===== config.mk =====
export PLATFORM = sky130hd
export DESIGN_NAME = reg_spi_bridge
export DESIGN_NICKNAME = d
export VERILOG_FILES = /design/src/rtl/reg_spi_bridge_pkg.sv /design/src/rtl/reg_spi_bridge_spi_sync_edge.sv /design/src/rtl/reg_spi_bridge.sv
export SDC_FILE = /design/constraint.sdc
export NUM_CORES = 1
export LEC_CHECK = 0
export ABC_AREA = 1
export CAP_MARGIN = 10
export CORE_UTILIZATION = 25
export CTS_CLUSTER_SIZE = 24
export DETAILED_ROUTE_END_ITERATION = 8
export HOLD_SLACK_MARGIN = 0.08
export PLACE_DENSITY = 0.52
export SYNTH_ARGS = -nofsm -noshare
export SYNTH_HDL_FRONTEND = slang
export SYNTH_SLANG_ARGS = --single-unit

===== constraint.sdc =====
create_clock -name clk -period 2.1 [get_ports clk]
set_clock_uncertainty 0.15 [all_clocks]
set_input_delay 0.42 -clock clk [delete_from_list [all_inputs] [get_ports clk]]
set_output_delay 0.42 -clock clk [all_outputs]
set_load 0.02 [all_outputs]

===== src/rtl/reg_spi_bridge_pkg.sv =====
// Shared definitions for the SPI-to-register bridge: FSM encoding,
// command field positions, word length and synchroniser depth.
package reg_spi_bridge_pkg;

    typedef enum logic [2:0] {
        ST_IDLE,
        ST_CMD,
        ST_RD_LATCH,
        ST_DATA,
        ST_DONE
    } state_t;

    localparam int CMD_BITS      = 8;
    localparam int CMD_WRITE_BIT = 7;
    localparam int ADDR_MSB      = 5;
    localparam int ADDR_LSB      = 0;
    localparam int WORD_BITS     = 32;
    localparam int SYNC_DEPTH    = 2;

    localparam logic [4:0] CMD_LAST  = 5'(CMD_BITS - 1);
    localparam logic [4:0] WORD_LAST = 5'(WORD_BITS - 1);
    localparam logic [5:0] ADDR_STEP = 6'd4;

endpackage


===== src/rtl/reg_spi_bridge_spi_sync_edge.sv =====
// Multi-flop synchroniser for one asynchronous SPI input, with
// single-clk rise and fall pulses derived from the synchronised level.
module spi_sync_edge
    import reg_spi_bridge_pkg::*;
#(
    parameter logic RESET_VAL = 1'b0
) (
    input  logic clk,
    input  logic reset_n,
    input  logic din,
    output logic level,
    output logic rise,
    output logic fall
);

    logic [SYNC_DEPTH-1:0] sync;
    logic                  prev;

    always_ff @(posedge clk or negedge reset_n) begin
        if (!reset_n) begin
            sync <= {SYNC_DEPTH{RESET_VAL}};
            prev <= RESET_VAL;
        end else begin
            sync <= {sync[SYNC_DEPTH-2:0], din};
            prev <= sync[SYNC_DEPTH-1];
        end
    end

    assign level = sync[SYNC_DEPTH-1];
    assign rise  = level & ~prev;
    assign fall  = ~level & prev;

endmodule


===== src/rtl/reg_spi_bridge.sv =====
// SPI mode-0 slave bridging 8-bit commands and 32-bit words onto a
// register bus; REG_SPI_AUTOINC_EN enables multi-word bursts.
module reg_spi_bridge
    import reg_spi_bridge_pkg::*;
(
    input  logic        clk,
    input  logic        reset_n,
    input  logic        spi_sck,
    input  logic        spi_cs_n,
    input  logic        spi_mosi,
    output logic        spi_miso,
    output logic [5:0]  reg_addr,
    output logic [31:0] reg_wdata,
    output logic        reg_wstrobe,
    input  logic [31:0] reg_rdata
);

    logic sck_s, sck_rise, sck_fall;
    logic cs_n_s, cs_rise, cs_fall;
    logic mosi_s, mosi_rise_unused, mosi_fall_unused;

    spi_sync_edge #(.RESET_VAL(1'b0)) u_sck (
        .clk     (clk),
        .reset_n (reset_n),
        .din     (spi_sck),
        .level   (sck_s),
        .rise    (sck_rise),
        .fall    (sck_fall)
    );

    spi_sync_edge #(.RESET_VAL(1'b1)) u_cs (
        .clk     (clk),
        .reset_n (reset_n),
        .din     (spi_cs_n),
        .level   (cs_n_s),
        .rise    (cs_rise),
        .fall    (cs_fall)
    );

    spi_sync_edge #(.RESET_VAL(1'b0)) u_mosi (
        .clk     (clk),
        .reset_n (reset_n),
        .din     (spi_mosi),
        .level   (mosi_s),
        .rise    (mosi_rise_unused),
        .fall    (mosi_fall_unused)
    );

    state_t      state;
    logic [4:0]  bit_cnt;
    logic [6:0]  cmd_sr;
    logic        is_write;
    logic [31:0] rd_sr;
    logic        miso_q;
    logic [1:0]  cs_hi_cnt;
    logic [7:0]  cmd_next;
    logic        cs_armed;
    logic        sck_unused;

    assign cmd_next   = {cmd_sr, mosi_s};
    assign sck_unused = sck_s;
    // A cs_n fall only starts a transaction once cs_n has been seen high
    // long enough to flush the synchroniser, so a reset released while
    // the MCU still holds cs_n low cannot start mid-stream.
    assign cs_armed   = (cs_hi_cnt == 2'd3);
    assign spi_miso   = miso_q & ~cs_n_s;

    always_ff @(posedge clk or negedge reset_n) begin
        if (!reset_n) begin
            state       <= ST_IDLE;
            bit_cnt     <= '0;
            cmd_sr      <= '0;
            is_write    <= 1'b0;
            rd_sr       <= '0;
            miso_q      <= 1'b0;
            cs_hi_cnt   <= '0;
            reg_addr    <= '0;
            reg_wdata   <= '0;
            reg_wstrobe <= 1'b0;
        end else begin
            reg_wstrobe <= 1'b0;
            if (!cs_n_s)
                cs_hi_cnt <= '0;
            else if (!cs_armed)
                cs_hi_cnt <= cs_hi_cnt + 2'd1;

            if (cs_rise) begin
                state   <= ST_IDLE;
                bit_cnt <= '0;
                miso_q  <= 1'b0;
            end else begin
                unique case (state)
                    ST_IDLE: begin
                        if (cs_fall && cs_armed) begin
                            state   <= ST_CMD;
                            bit_cnt <= '0;
                        end
                    end
                    ST_CMD: begin
                        if (sck_rise) begin
                            cmd_sr  <= cmd_next[6:0];
                            bit_cnt <= bit_cnt + 5'd1;
                            if (bit_cnt == CMD_LAST) begin
                                bit_cnt  <= '0;
                                is_write <= cmd_next[CMD_WRITE_BIT];
                                reg_addr <= {cmd_next[ADDR_MSB:ADDR_LSB+2],
                                             2'b00};
                                state    <= cmd_next[CMD_WRITE_BIT]
                                          ? ST_DATA : ST_RD_LATCH;
                            end
                        end
                    end
                    ST_RD_LATCH: begin
                        rd_sr  <= reg_rdata;
                        miso_q <= reg_rdata[WORD_BITS-1];
                        state  <= ST_DATA;
                    end
                    ST_DATA: begin
`ifdef REG_SPI_AUTOINC_EN
                        // Step the address after the strobe cycle so the
                        // responder sees a stable address while writing.
                        if (reg_wstrobe)
                            reg_addr <= reg_addr + ADDR_STEP;
`endif
                        if (sck_rise) begin
                            bit_cnt <= bit_cnt + 5'd1;
                            if (is_write)
                                reg_wdata <= {reg_wdata[30:0], mosi_s};
                            if (bit_cnt == WORD_LAST) begin
                                bit_cnt     <= '0;
                                reg_wstrobe <= is_write;
                                miso_q      <= 1'b0;
`ifdef REG_SPI_AUTOINC_EN
                                if (!is_write) begin
                                    reg_addr <= reg_addr + ADDR_STEP;
                                    state    <= ST_RD_LATCH;
                                end
`else
                                state <= ST_DONE;
`endif
                            end
                        end else if (sck_fall && !is_write
                                     && bit_cnt != '0) begin
                            // The fall right after a word boundary is
                            // skipped: the fresh word is already on miso.
                            rd_sr  <= {rd_sr[30:0], 1'b0};
                            miso_q <= rd_sr[WORD_BITS-2];
                        end
                    end
                    ST_DONE: begin
                        bit_cnt <= '0;
                    end
                    default: state <= ST_IDLE;
                endcase
            end
        end
    end

endmodule


# Yosys cells after proc, flatten, opt, wreduce, memory -nomap -nowiden
# Cells that the tools add are included.
[word_totals]
register_bits = 95
in_bits = 37
output_inout_bits = 40
[op_classes]
addsub = 2
n_eq_ne = 18
mux = 29
bitwise = 10
n_reduce_logical = 16
[op_table]
columns = ["op", "count"]
rows = [
  ["two-way mux 31 bit", 2],
  ["one-hot mux 31 bit (2 select lines)", 1],
  ["two-way mux 5 bit", 6],
  ["one-hot mux 5 bit (4 select lines)", 1],
  ["two-way mux 3 bit", 6],
  ["AND reduction 4 bit", 4],
  ["inequality test 3 bit, second input constant", 5],
  ["one-hot mux 3 bit (5 select lines)", 1],
  ["nonzero test 5 bit", 2],
  ["two-way mux 1 bit", 9],
  ["inequality test 2 bit, second input constant", 4],
  ["inequality test 4 bit, second input constant", 2],
  ["== test 3 x 2 -> 1 bit, second input constant", 2],
  ["AND reduction 3 bit", 2],
  ["AND reduction 6 bit", 1],
  ["adder 5 x 1 -> 5 bit, second input constant", 1],
  ["AND 1 bit", 5],
  ["== test 5 x 3 -> 1 bit, second input constant", 1],
  ["== test 5 bit, second input constant", 1],
  ["inverter 1 bit", 5],
  ["two-way mux 2 bit", 2],
  ["== test 3 x 1 -> 1 bit, second input constant", 1],
  ["== test 3 bit, second input constant", 1],
  ["logical AND 1 bit", 3],
  ["7 further kinds", 7],
]

# Depth between registers and ports, before layout
[logic_depth]
depth_word = 8
mapped_depth = 11
mapped_depth_nobuf = 11

# Cells and area by module
# Synthesis repeated with hierarchy kept, for this count alone.
[unflattened]
hier_cells = 541
hier_area_um2 = 4359.2
[by_module_without_submodules]
columns = ["mod", "n_inst", "cells_each", "area_per_inst_um2"]
rows = [
  ["reg_spi_bridge", 1, 520, 4085.2],
  ["spi_sync_edge (u_mosi ...)", 2, 7, 90.1],
  ["spi_sync_edge (u_cs)", 1, 7, 93.8],
]

# Worst setup path before layout
# No wires, ideal clock.
[synth_path]
path_kind = "register to register"
startpoint = "reg bit_cnt[0]"
endpoint = "reg miso_q"
setup_ns = 0.116
arrival_time_ns = 1.312
required_time_ns = 1.834
setup_slack_ns = 0.522
stages_incl_launch_ff = 10
path_cell_list = "dfrtp_1 ha_1 nand2_1 nor2_1 ha_1 inv_1 nand2_1 o21a_1 nand3_1 nand2_1"
[synth_via]
elab_chain_cells = 4
elab_cells_between_ends = 6
classes_between = "eq/ne: 3; reduce/logical: 3"
[synth_rtl]
columns = ["item", "line", "rtl"]
rows = [
  ["start: declaration", "reg_spi_bridge.sv:50", "logic [4:0] bit_cnt;"],
  ["start signal: assignment", "reg_spi_bridge.sv:102", "bit_cnt <= bit_cnt + 5'd1;"],
  ["start signal: assignment", "reg_spi_bridge.sv:126", "bit_cnt <= bit_cnt + 5'd1;"],
  ["nonzero test 5 bit", "reg_spi_bridge.sv:143", "&& bit_cnt != '0) begin"],
  ["logical AND 1 bit", "reg_spi_bridge.sv:143", ""],
  ["inequality test 4 bit (no line)", "-", ""],
  ["AND reduction 3 bit (no line) (*)", "-", ""],
  ["end signal: assignment", "reg_spi_bridge.sv:115", "miso_q <= reg_rdata[WORD_BITS-1];"],
  ["end signal: assignment", "reg_spi_bridge.sv:147", "miso_q <= rd_sr[WORD_BITS-2];"],
  ["end: declaration", "reg_spi_bridge.sv:54", "logic miso_q;"],
]
# Mark *: on every way between the ends. The rest lies on a longest branch, timed or not.
# A chain may end at the register's enable or synchronous reset.

# Worst setup path after layout
[layout_path]
startpoint = "reg reg_wdata[19]"
endpoint = "out reg_wdata[19]"
[layout_lines]
columns = ["item", "line", "rtl"]
rows = [
  ["start: declaration", "reg_spi_bridge.sv:13", "output logic [31:0] reg_wdata,"],
  ["start signal: assignment", "reg_spi_bridge.sv:128", "reg_wdata <= {reg_wdata[30:0], mosi_s};"],
]
# No word-level cell between the ends.

==> impl_metrics.env <==
export IMPL_drive_gt1_frac=0.09241
export IMPL_synth_most_common_cell="nand2_1"
export IMPL_dr_first_iter_drc_count=127
export IMPL_drcViolationCount=0
export IMPL_num_rows=48
export IMPL_ir_worst_vdd_v=0.0004291
export IMPL_crit_path_start_kind="flip-flop"
export IMPL_worst_path_largest_cell_delay_ns=0.64
export IMPL_dr_pass1_iters=4
export IMPL_grt_pass1_wl_mm=16.82
export IMPL_synthToLayoutAreaGrowth_pct=28.97
export IMPL_clockRootBuffer="clkbuf_16"
export IMPL_cts_tree="yes"
export IMPL_hpwl_mm=6.931
export IMPL_cts_buffers=9
export IMPL_vias_per_cell=4.297
export IMPL_post_cts_buffers=0
export IMPL_fillCellCount=1782
export IMPL_synth_area_sq_um=4466
export IMPL_synthArstFlopShare=1.000
export IMPL_crit_chain="clkdlybuf4s50_1"
export IMPL_instances_no_fill=831
export IMPL_r2r_start="u_cs.prev"
export IMPL_finalCritPeriodShare=0.9268
export IMPL_grt_overflow=0
export IMPL_dpl_cell_area_sq_um=5418
export IMPL_crit_type="reg2out"
export IMPL_crit_path_start="reg_wdata[19]"
export IMPL_power_leakage_nw=2.790
export IMPL_yosysTopAreaCell="dfrtp_1"
export IMPL_die_area_sq_um=18400
export IMPL_synth_top_area_share=0.5156
export IMPL_critical_path_top_delay_family="buffers and inverters"
export IMPL_dp_cells=814
export IMPL_num_vias=3571
export IMPL_yosys_top_cells_count="nand2_1 (208), dfrtp_1 (92), nand3_1 (46), inv_1 (36), nor2_1 (27)"
export IMPL_worstPathBufferInverterCount=1
export IMPL_ys_top_cells_by_area="dfrtp_1 (52%), nand2_1 (17%), nand3_1 (5.2%), inv_1 (3.0%), o21ai_1 (2.8%)"
export IMPL_power_density_nw_per_um2=1068
export IMPL_cp_end_kind="output port"
export IMPL_htree_levels=3
export IMPL_min_period_ns=1.946
export IMPL_final_hold_viol_count=0
export IMPL_diodes=0
export IMPL_hold_class="reg2reg"
export IMPL_min_from="u_sck.sync[0]"
export IMPL_slowest_stage="clkdlybuf4s50_1"
export IMPL_die_w_um=135.7
export IMPL_required_ns=1.53
export IMPL_setup_viol=0
export IMPL_yosys_register_bits=95
export IMPL_synth_edf_count=0
export IMPL_status="completed"
export IMPL_avgSynthCellArea_sq_um=8.426
export IMPL_insertion_delay_ns=0.34
export IMPL_syn_inst=530
export IMPL_yosys_warnings=0
export IMPL_core_area_sq_um=17360
export IMPL_die_h_um=135.7
export IMPL_rsz0062_at_grt="false"
export IMPL_antenna_left=0
export IMPL_tns_ns=0
export IMPL_grt_pass1_vias=3501
export IMPL_path_clk_slew_ns=0.06
export IMPL_nNetsFinal=642
export IMPL_crit_fanout=3
export IMPL_fmax_mhz=513.8
export IMPL_finalMaxSlewViolations=0
export IMPL_design_area_sq_um=5759
export IMPL_gp_congestion=0.8370
export IMPL_cts_sinks=95
export IMPL_finish_utilization=0.3318
export IMPL_ctsLongestPathBuffers=2
export IMPL_antenna_found_initial=0
export IMPL_wire_per_inst_um=11.90
export IMPL_synth_flop_cell="dfrtp_1"
export IMPL_netlist_cell_type_count=31
export IMPL_wl_mm=9.886
export IMPL_grt_max_degree=65
export IMPL_yosysSeqAreaShare=0.5332
export IMPL_ioPinCount=77
export IMPL_io_buffers=74
export IMPL_start_util=0.2573
export IMPL_grt_total_usage=0.1163
export IMPL_cp_data_arrival_time_ns=1.38
export IMPL_drv_cap=0
==> layout make-up <==
class | count | area, sq um | share of cell area
clock buffers | 11 | 252.7 | 0.04388
clock inverters | 5 | 80.08 | 0.01390
inverters | 39 | 148.9 | 0.02585
multi-input cells | 370 | 1735 | 0.3013
flip-flops and latches | 95 | 2381 | 0.4134
well taps | 225 | 281.5 | 0.04888
repair buffers | 86 | 879.6 | 0.1527
==> cells by family after synthesis <==
group	count (synthesis)	synth area share
flip-flops	95	0.5332
AO/OA/AOI/OAI	58	0.06781
AND/OR/NAND/NOR	305	0.3060
XOR/XNOR	1	0.001962
other	1	0.0008398
buffers and inverters	66	0.07902
adder cells (fa/ha/maj)	4	0.01121
==> flip-flops by register name, summed over array words and instances (netlist names) <==
register / cells
cmd_sr: 7
u_cs.sync: 2
u_mosi.sync: 2
bit_cnt: 5
reg_addr: 4
is_write: 1
cs_hi_cnt: 2
reg_wdata: 32
u_cs.prev: 1
miso_q: 1
u_sck.sync: 2
reg_wstrobe: 1
u_sck.prev: 1
rd_sr: 31
state: 3
==> what timing repair did <==
action | 4_1_cts | 5_1_grt
resized for setup | 1 | 0
endpoints found under the setup margin | 1 | 0
hold buffers | 1 | 0
hold endpoints to repair | 27 | 0
==> where the power goes <==
group          internal [mW]  switching (mW)
combinational          0.649            1.17
sequential              2.25           0.285
clock                   1.11           0.692
==> worst paths after layout <==
kind                       slack, ns  cells after the start             to
max                             0.15                      1  reg_wdata[19]
min reg2reg                     0.20                      0  u_sck.sync[1]
min                             0.20                      0  u_sck.sync[1]
max in group asynchronous       0.79                      3   u_cs.sync[0]
min in group asynchronous       0.41                      2     bit_cnt[1]
max reg2reg                     0.21                      8  reg_wdata[16]
==> layout by cell type (no fill, tap or decap), drive strengths merged <==
| cell | Yosys | final |
|---|---|---|
| clkbuf | 0 | 11 |
| dlygate4sd2 | 0 | 1 |
| clkinv | 0 | 1 |
| nand2 | 218 | 218 |
| xor2 | 1 | 1 |
| o21ai | 36 | 36 |
| clkdlybuf4s50 | 0 | 72 |
| nand3 | 49 | 49 |
| inv | 39 | 39 |
| nand4 | 1 | 1 |
| a21oi | 20 | 20 |
| dlygate4sd3 | 0 | 1 |
| o211ai | 1 | 1 |
| o21a | 1 | 1 |
| dfstp | 3 | 3 |
| buf | 27 | 12 |
| bufinv | 0 | 2 |
| nand3b | 2 | 2 |
| dfrtp | 92 | 92 |
| ha | 4 | 4 |
| clkinvlp | 0 | 2 |
| nor2 | 32 | 32 |
| conb | 1 | 2 |
| nor3 | 3 | 3 |
==> per-layer routing <==
metal | track usage | wire (um)
met5 | 0 | 0
met4 | 0.03433 | 119
met3 | 0.03517 | 493
met2 | 0.1882 | 4504
met1 | 0.1483 | 4769
==> metrics by stage <==
stage | worst slack (ns) | hold slack (ns) | power, mW
floorplan | 0.5218 | -0.02559 | 3.969
global placement | 0.2666 | 0.1890 | 4.352
detailed placement | 0.2306 | 0.1879 | 4.413
CTS | 0.1353 | 0.2031 | 6.253
global route | 0.02836 | 0.2124 | 6.624
finish | 0.1537 | 0.2017 | 6.150
Power figures use the tool's default switching activity.
